[config.mk]
export PLATFORM = sky130hd
export DESIGN_NAME = receptor_imagen_uart
export DESIGN_NICKNAME = d
export VERILOG_FILES = /design/src/rtl/receptor_imagen_uart_pkg.sv /design/src/rtl/receptor_imagen_uart_generador_ticks_baud.sv /design/src/rtl/receptor_imagen_uart.sv
export SDC_FILE = /design/constraint.sdc
export NUM_CORES = 1
export LEC_CHECK = 0
export BUFFER_PORTS_ARGS = -buffer_cell sky130_fd_sc_hd__buf_2
export CORE_AREA = 2 2 45 78
export CTS_BUF_LIST = sky130_fd_sc_hd__clkbuf_4
export CTS_CLUSTER_SIZE = 10
export DETAILED_ROUTE_END_ITERATION = 6
export DIE_AREA = 0 0 47 80
export PLACE_DENSITY_LB_ADDON = 0.25
export RECOVER_POWER = 50
export SYNTH_ARGS = -nofsm -noshare
export SYNTH_HDL_FRONTEND = slang
export SYNTH_HIERARCHICAL = 1
export SYNTH_SLANG_ARGS = --single-unit
export TNS_END_PERCENT = 5
[constraint.sdc]
create_clock -name clk -period 5.9 [get_ports clk]
set_clock_uncertainty 0.2 [all_clocks]
set_input_delay 0.885 -clock clk [delete_from_list [all_inputs] [get_ports clk]]
set_output_delay 0.885 -clock clk [all_outputs]
set_load 0.03 [all_outputs]
[src/rtl/receptor_imagen_uart_pkg.sv]
// receptor_imagen_uart_pkg: image-selection codes and receiver state encoding shared with the keypad transmitter
package receptor_imagen_uart_pkg;
    localparam logic [7:0] COD_NINGUNA = 8'h00;
    localparam logic [7:0] COD_IMG1    = 8'h01;
    localparam logic [7:0] COD_IMG2    = 8'h02;
    localparam logic [7:0] COD_IMG3    = 8'h03;

    typedef enum logic [2:0] {IDLE, INICIO, DATOS, PARADA, ESPERA_ALTO} estado_t;

    function automatic logic es_codigo(input logic [7:0] b);
        return b <= COD_IMG3;
    endfunction
endpackage

[src/rtl/receptor_imagen_uart_generador_ticks_baud.sv]
// generador_ticks_baud: free-running one-clk strobe at OVERSAMPLE times the baud rate
module generador_ticks_baud #(
    parameter int CLK_FREQ   = 27_000_000,
    parameter int BAUD       = 9600,
    parameter int OVERSAMPLE = 16
) (
    input  logic clk,
    input  logic reset,
    output logic tick
);
    localparam int DIV = CLK_FREQ / (BAUD * OVERSAMPLE);
    localparam int W   = $clog2(DIV);

    logic [W-1:0] cnt;

    assign tick = cnt == W'(DIV - 1);

    always_ff @(posedge clk or posedge reset)
        if (reset) cnt <= '0;
        else       cnt <= tick ? '0 : cnt + 1'b1;
endmodule

[src/rtl/receptor_imagen_uart.sv]
// receptor_imagen_uart: 16x-oversampled 8N1 receiver decoding image-selection codes into a registered index
module receptor_imagen_uart
    import receptor_imagen_uart_pkg::*;
#(
    parameter int CLK_FREQ = 27_000_000,
    parameter int BAUD     = 9600
) (
    input  logic       clk,
    input  logic       reset,
    input  logic       rx,
    output logic [7:0] dato,
    output logic       dato_listo,
    output logic [1:0] imagen_sel,
    output logic       imagen_nueva,
    output logic       error_trama,
    output logic       codigo_invalido
);
    logic       rx_m, rx_s, tick;
    estado_t    estado;
    logic [3:0] os;
    logic [2:0] n;
    logic [7:0] sr;

    generador_ticks_baud #(.CLK_FREQ(CLK_FREQ), .BAUD(BAUD), .OVERSAMPLE(16)) u_ticks (
        .clk(clk), .reset(reset), .tick(tick)
    );

    always_ff @(posedge clk or posedge reset)
        if (reset) {rx_m, rx_s} <= 2'b11;
        else       {rx_m, rx_s} <= {rx, rx_m};

    always_ff @(posedge clk or posedge reset) begin
        if (reset) begin
            estado          <= IDLE;
            os              <= '0;
            n               <= '0;
            sr              <= '0;
            dato            <= '0;
            dato_listo      <= 1'b0;
            imagen_sel      <= '0;
            imagen_nueva    <= 1'b0;
            error_trama     <= 1'b0;
            codigo_invalido <= 1'b0;
        end else begin
            dato_listo      <= 1'b0;
            imagen_nueva    <= 1'b0;
            error_trama     <= 1'b0;
            codigo_invalido <= 1'b0;
            case (estado)
                IDLE: if (!rx_s) begin
                    os     <= '0;
                    estado <= INICIO;
                end
                INICIO: if (tick) begin
                    os <= os + 4'd1;
                    if (os == 4'd7) begin
                        if (!rx_s) begin
                            os     <= '0;
                            n      <= '0;
                            estado <= DATOS;
                        end else estado <= IDLE;
                    end
                end
                // os wraps 15 -> 0 on the sampling tick, so PARADA starts a fresh bit period
                DATOS: if (tick) begin
                    os <= os + 4'd1;
                    if (os == 4'd15) begin
                        sr <= {rx_s, sr[7:1]};
                        n  <= n + 3'd1;
                        if (n == 3'd7) estado <= PARADA;
                    end
                end
                PARADA: if (tick) begin
                    os <= os + 4'd1;
                    if (os == 4'd15) begin
                        if (rx_s) begin
                            dato       <= sr;
                            dato_listo <= 1'b1;
                            if (es_codigo(sr)) begin
                                imagen_sel   <= sr[1:0];
                                imagen_nueva <= 1'b1;
                            end else codigo_invalido <= 1'b1;
                            estado <= IDLE;
                        end else begin
                            error_trama <= 1'b1;
                            estado      <= ESPERA_ALTO;
                        end
                    end
                end
                ESPERA_ALTO: if (rx_s) estado <= IDLE;
                default: estado <= IDLE;
            endcase
        end
    end
endmodule
==> results of run 1 <==
[cells by family after synthesis]
| family | after synthesis |
|---|---|
| buffers and inverters | 15 |
| xor gates and xnor gates | 6 |
| and+or+nand+nor | 49 |
| muxes | 23 |
| DFF | 42 |
| adders and majority gates | 5 |
| AOI/OAI and AO/OA | 19 |
[state kept, by name, indices dropped and copies added (netlist names), 2 cells and up]
| signal | flops |
|---|---|
| dato | 8 |
| estado | 3 |
| imagen_sel | 2 |
| n | 3 |
| os | 4 |
| sr | 8 |
| u_ticks/cnt | 8 |
[routing by layer]
metal,share of wire,routed length (um),GRT usage,vias to the layer above
met4,0.029,93,0.09722,0
met1,0.40,1272,0.2310,593
met5,0,0,0,-
met3,0.025,81,0.05656,9
met2,0.55,1746,0.3356,19
li1,-,-,-,604
[power by group through the flow]
| stage | Clock (W) | Combinational (W) | Sequential, W |
|---|---|---|---|
| floorplan | 0 | 0.00000553 | 0.000295 |
| finish | 0.000136 | 0.00000752 | 0.000290 |
| global route | 0.000156 | 0.00000942 | 0.000290 |
| detailed placement | 0 | 0.00000837 | 0.000295 |
| CTS | 0.000140 | 0.00000841 | 0.000290 |
| global placement | 0 | 0.00000794 | 0.000295 |
[placed cells by master (no fill, tap or decap), types with 2 or more instances in the layout]
cell,n
nand2b_1,3
o21ai_0,5
mux2_2,19
ha_1,5
xor2_1,2
nor3_1,4
clkinv_1,2
a21oi_1,2
clkbuf_4,6
nor2_1,11
nor3_2,2
mux2_1,4
dfstp_2,2
dfrtp_1,40
inv_1,9
xnor2_1,4
nand2_1,6
and3_1,3
buf_2,16
nand3_1,6
[worst max-delay path by stage]
stage / from / to / slack (ns)
floorplan: u_ticks/cnt[0]$_DFF_PP0_ / sr[0]$_DFFE_PP0P_ / 3.57
global placement: u_ticks/cnt[0]$_DFF_PP0_ / imagen_sel[1]$_DFFE_PP0P_ / 3.07
detailed placement: u_ticks/cnt[0]$_DFF_PP0_ / imagen_sel[1]$_DFFE_PP0P_ / 2.87
CTS: u_ticks/cnt[0]$_DFF_PP0_ / imagen_sel[1]$_DFFE_PP0P_ / 2.84
global route: u_ticks/cnt[0]$_DFF_PP0_ / imagen_sel[1]$_DFFE_PP0P_ / 2.35
finish: u_ticks/cnt[0]$_DFF_PP0_ / imagen_sel[1]$_DFFE_PP0P_ / 2.56
[final cells by class]
| cell class | count | area (sq um) | area share |
|---|---|---|---|
| clock inverters | 2 | 8.758 | 0.004209 |
| inverters | 10 | 37.54 | 0.01804 |
| multi-input cells | 102 | 798.3 | 0.3836 |
| repair buffers | 17 | 83.83 | 0.04029 |
| clock buffers | 6 | 45.04 | 0.02165 |
| flip-flops and latches | 42 | 1054 | 0.5063 |
| well taps | 43 | 53.80 | 0.02586 |
[worst register-to-register path: cells and delay by family, from the launching register on]
kind | cells | cell delay [ns]
and+or+nand+nor | 5 | 2.01
DFF | 1 | 0.46
muxes | 1 | 0.32
adders and majority gates | 1 | 0.16
buffers and inverters | 1 | 0.09
[per-stage QoR]
step / worst slack, ns / std cells / instance area (sq um) / hold WS, ns
after detailed placement: 2.869 / 214 / 2036 / 0.1484
after floorplan: 3.569 / 159 / 1933 / 0.1452
after global routing: 2.350 / 222 / 2081 / 0.1387
after global placement: 3.067 / 214 / 2036 / 0.1463
after CTS: 2.844 / 222 / 2090 / 0.1524
final: 2.556 / 222 / 2081 / 0.1454
==> impl_metrics.yaml, run 1 <==
pwr:
  clkPwrFrac: 0.314
  power_density_nw_per_um2: 208.2
  intPower_w: 0.0003398
  p_sw_frac: 0.2157
  seq_power_share: 0.669
  power_w: 0.0004332
  switching_power_w: 0.00009343
  ir_drop_mv: 0.1525
  pwr-share-comb: 0.017
  leakagePower_nw: 1.062
floorplan:
  pin_count: 17
  core_region_area_sq_um: 3108
  die_x_um: 47
  rows: 27
  initial_core_util: 0.6220
  die_area_sq_um: 3760
  dieHeight_um: 80
synth:
  synth_compound_area_frac: 0.07249
  yosysWarnings: 6
  synth_fa_ha_area_frac: 0.03236
  synth_edf_count: 0
  synth_top_family_by_area: "simple AND/OR/NAND/NOR gates"
  synth.ff_latch_count: 42
  synth_area_leader_cell: "dfrtp_1"
  muxShareOfSynthArea: 0.1340
  ys.flop_type: "dfrtp_1"
  synthDistinctLibCells: 48
  yosys.area_share.simple: 0.1495
  synth.top_cells.by_area: "dfrtp_1 52%, mux2_2 11%, ha_1 3.2%, dfstp_2 2.7%, mux2_1 2.3%"
  synth.most_common_cell: "dfrtp_1"
  synthArstFlopShare: 1.000
  synthTopCellsByCount: "40 x dfrtp_1, 19 x mux2_2, 11 x nor2_1"
  postSynthAreaPerCell_sq_um: 12.16
  ys_seq_area_frac: 0.5450
  netlist_area_sq_um: 1933
  synth_cells: 159
  synth_fp_nets: 167
  yosysTopAreaCellShare: 0.5178
  synth-xor-area-share: 0.02718
setup_path:
  cp.required_ns: 5.94
  cp_cell_sequence: "inv_1 -> ha_1 -> nand4b_2 -> nor3_1 -> nand4_1 -> nor3_2 -> nand2_1 -> mux2_2"
  rrSetupSlack_ns: 2.56
  reg2reg_from: "u_ticks/cnt[0]$_DFF_PP0_"
  cp_top_family: "simple AND/OR/NAND/NOR gates"
  crit_cells: 8
  worstSetupPathType: "flop to flop"
  r2r_cells: 8
  cp_num_buf_inv: 1
  arrival_ns: 3.38
  cp-start-kind: "flop"
  cpPeakStageDelay_ns: 0.71
  end_kind: "flop"
  rr_endpoint: "imagen_sel[1]$_DFFE_PP0P_"
  cp_slowest_cell: "nor3_1"
  critical_path.max_fanout: 11
clocking:
  cts_tree: "built"
  cts_buffers: 5
  postCtsHoldBufs: 0
  path_clk_slew_ns: 0.12
  cts.repair.resized: 0
  clk_latency_ns: 0.35
  cts.htree.levels: 2
  cts-root-buf: "clkbuf_4"
  postCtsSetupBuffers: 0
  cts.sinks: 42
  clockBufferDepth: 2
finish:
  area_growth_pct: 7.638
  nets: 186
  diodes: 0
  finish.utilization: 0.6695
  drive_above_1_share: 0.2961
  fill_cells: 239
global_route:
  grt_antenna_before_repair: 0
  grt_max_degree: 34
  grt_use_total: 0.2036
  grt_pass1_wl_um: 5444
  grt_overflow: 0
  grt_pass1_vias: 1257
sta:
  finalSetupViolCount: 0
  relSlewSlack: -0.1208
  hold_viol: 0
  finalSetupTns_ns: 0
  period_share: 0.5668
  rsz0062_at_grt: "false"
  finalCriticalPeriod_ns: 3.344
  slew_violations: 34
  clock.fmax_ghz: 0.2990
  max_slew.worst_pin.slew_ns: 1.681
hold_path:
  holdPathEnd: "rx_s$_DFF_PP1_"
  hold_depth: 0
  min-delay-start: "rx_m$_DFF_PP1_"
  hp-class: "flop to flop"
routing:
  drcViolationCount: 0
  first_pass_iters: 4
  routed_wl_um: 3195
  ant_nets: 0
  vias_per_cell: 5.518
  detail_route.wl_per_cell_um: 14.39
  drt-initial-drc-count: 9
  vias: 1225
status:
  violations: "capacitance limit, slew limit"
  status: "finished, violations left"
placement:
  place_congestion: 0.7795
  portBuffers: 16
  hpwl_um: 2401
job:
  maxCapViolations: 1
No activity file was read; power rests on OpenSTA's default activity.
==> run 2: changes to the inputs <==
Settings changed: CORE_AREA 2 2 45 78 to 2 2 46 80, DIE_AREA 0 0 47 80 to 0 0 48 82.
Clock period 5.9 ns to 3.35 ns, I/O delays scaled along.
==> run 2 against run 1 <==
The run still ends with capacitance limit, slew limit left. Worst hold slack better by 0.029 ns. Sequential power grew 76%. Clock-buffer cell count fell by 1. Final area increased by 1.8%. Combinational power increased by 100%. Final cell count is 2.7% higher. Fmax up 19%. First-iteration DRC count is 56% higher. Register-to-register slack got worse by 2.0 ns. Largest power group unchanged. Highest routed layer unchanged.
==> impl_metrics.yaml, run 2 (synthesis results as in run 1) <==
setup_path:
  cp.required_ns: 3.42
  critical_path.max_fanout: 8
  worstSetupPathType: "flop to flop"
  reg2reg_from: "u_ticks/cnt[0]$_DFF_PP0_"
  cp-start-kind: "flop"
  r2r_cells: 10
  end_kind: "flop"
  rr_endpoint: "imagen_sel[0]$_DFFE_PP0P_"
  rrSetupSlack_ns: 0.53
  arrival_ns: 2.88
finish:
  top_regs: "dato: 8 flops, sr: 8 flops, u_ticks/cnt: 8 flops"
  drive_above_1_share: 0.2951
  seq_area_sq_um: 1054
  final_common_cell: "dfrtp_1"
  final_cell_mix: "40 x dfrtp_1, 19 x mux2_2, 15 x buf_2, 11 x nor2_1, 9 x inv_1"
  multiInputGateArea_sq_um: 798.3
  diodes: 0
  area_growth_pct: 9.579
  nets: 190
  fill_cells: 267
  finish.utilization: 0.6365
routing:
  detail_route.wl_per_cell_um: 15.02
  first_pass_iters: 4
  drt-initial-drc-count: 14
  vias: 1252
  drcViolationCount: 0
  routed_wl_um: 3425
  vias_per_cell: 5.491
  ant_nets: 0
sta:
  hold_viol: 0
  clock.fmax_ghz: 0.3551
  finalCriticalPeriod_ns: 2.816
  period_share: 0.8406
  relSlewSlack: -0.05314
  slew_violations: 32
  max_slew.worst_pin.slew_ns: 1.580
  finalSetupViolCount: 0
  rsz0062_at_grt: "false"
  finalSetupTns_ns: 0
clocking:
  cts_tree: "built"
  cts_buffers: 5
  path_clk_slew_ns: 0.13
  clk_latency_ns: 0.37
  cts.htree.levels: 2
  cts.sinks: 42
  cts.repair.resized: 0
  postCtsSetupBuffers: 0
  clockBufferDepth: 2
  cts-root-buf: "clkbuf_4"
global_route:
  grt_max_degree: 32
  grt_use_met2: 0.3280
  grtUsageMet1: 0.2366
  grt_pass1_wl_um: 5595
  grt_antenna_before_repair: 0
  grt_overflow: 0
  grt_use_total: 0.2022
  top_usage_layer: "met2"
  grt_pass1_vias: 1281
  grt_util_met3: 0.06374
hold_path:
  hp-class: "flop to flop"
  hold_depth: 0
  min-delay-start: "rx_m$_DFF_PP1_"
  holdPathEnd: "rx_s$_DFF_PP1_"
floorplan:
  die_area_sq_um: 3936
  pin_count: 17
  rows: 28
  die_x_um: 48
  core_region_area_sq_um: 3328
  initial_core_util: 0.5808
  dieHeight_um: 82
pwr:
  pwr-share-comb: 0.020
  ir_drop_mv: 0.3379
  switching_power_w: 0.0001839
  p_sw_frac: 0.2363
  leakagePower_nw: 1.073
  intPower_w: 0.0005943
  power_density_nw_per_um2: 367.4
  clkPwrFrac: 0.324
  seq_power_share: 0.656
job:
  maxCapViolations: 1
placement:
  hpwl_um: 2574
  place_congestion: 0.7988
  portBuffers: 16
status:
  status: "finished, violations left"
  violations: "capacitance limit, slew limit"
run 2: worst max path at each step:
stage                             startpoint                         to  depth (start not counted)
floorplan           u_ticks/cnt[0]$_DFF_PP0_          sr[0]$_DFFE_PP0P_                          7
global placement    u_ticks/cnt[0]$_DFF_PP0_  imagen_sel[1]$_DFFE_PP0P_                         10
detailed placement  u_ticks/cnt[0]$_DFF_PP0_  imagen_sel[1]$_DFFE_PP0P_                         10
CTS                 u_ticks/cnt[0]$_DFF_PP0_  imagen_sel[1]$_DFFE_PP0P_                         10
global route        u_ticks/cnt[0]$_DFF_PP0_  imagen_sel[0]$_DFFE_PP0P_                         10
finish              u_ticks/cnt[0]$_DFF_PP0_  imagen_sel[0]$_DFFE_PP0P_                         10
run 2: cell type report:
type / count / share of cell area
Clock buffer: 5 / 0.01772
Clock inverter: 3 / 0.01004
Inverter: 10 / 0.01772
Multi-Input combinational cell: 102 / 0.3768
Sequential cell: 42 / 0.4973
Tap cell: 45 / 0.02658
Timing Repair Buffer: 21 / 0.05375
run 2: power groups by stage:
stage	Combinational [W]	Clock, W	Sequential (W)
after global routing	0.0000183	0.000282	0.000511
after detailed placement	0.0000152	0	0.000520
after global placement	0.0000143	0	0.000520
final	0.0000153	0.000252	0.000511
after floorplan	0.00000975	0	0.000520
after CTS	0.0000160	0.000259	0.000511
run 2: through the flow:
step,power [W],setup WS [ns],hold WS [ns],cells,instance area (sq um)
floorplan,0.0005295,1.019,0.1182,159,1933
global placement,0.0005345,0.8796,0.1457,218,2053
detailed placement,0.0005354,0.7390,0.1508,218,2053
CTS,0.0007854,0.7205,0.01156,227,2122
global route,0.0008115,0.3321,0.1814,228,2118
finish,0.0007782,0.5339,0.1741,228,2118
run 2: what timing repair did:
action / in CTS / in global routing
endpoints found under the setup margin: 0 / 0
hold buffers: 1 / 1
endpoints found under the hold margin: 11 / 1
run 2: per-layer routing:
metal	vias to the layer above	wire length, um
li1	609	-
met1	615	1355
met2	23	1898
met3	5	114
met4	0	57
met5	-	0
run 2: worst max-delay path, stage by stage, from the launching register on:
cell	delay [ns]
dfrtp_1	0.45
inv_1	0.08
ha_1	0.16
nand4b_2	0.13
nor3_1	0.23
clkbuf_1	0.32
nand4_1	0.23
nor3_2	0.29
buf_4	0.23
nand2_1	0.10
mux2_2	0.29
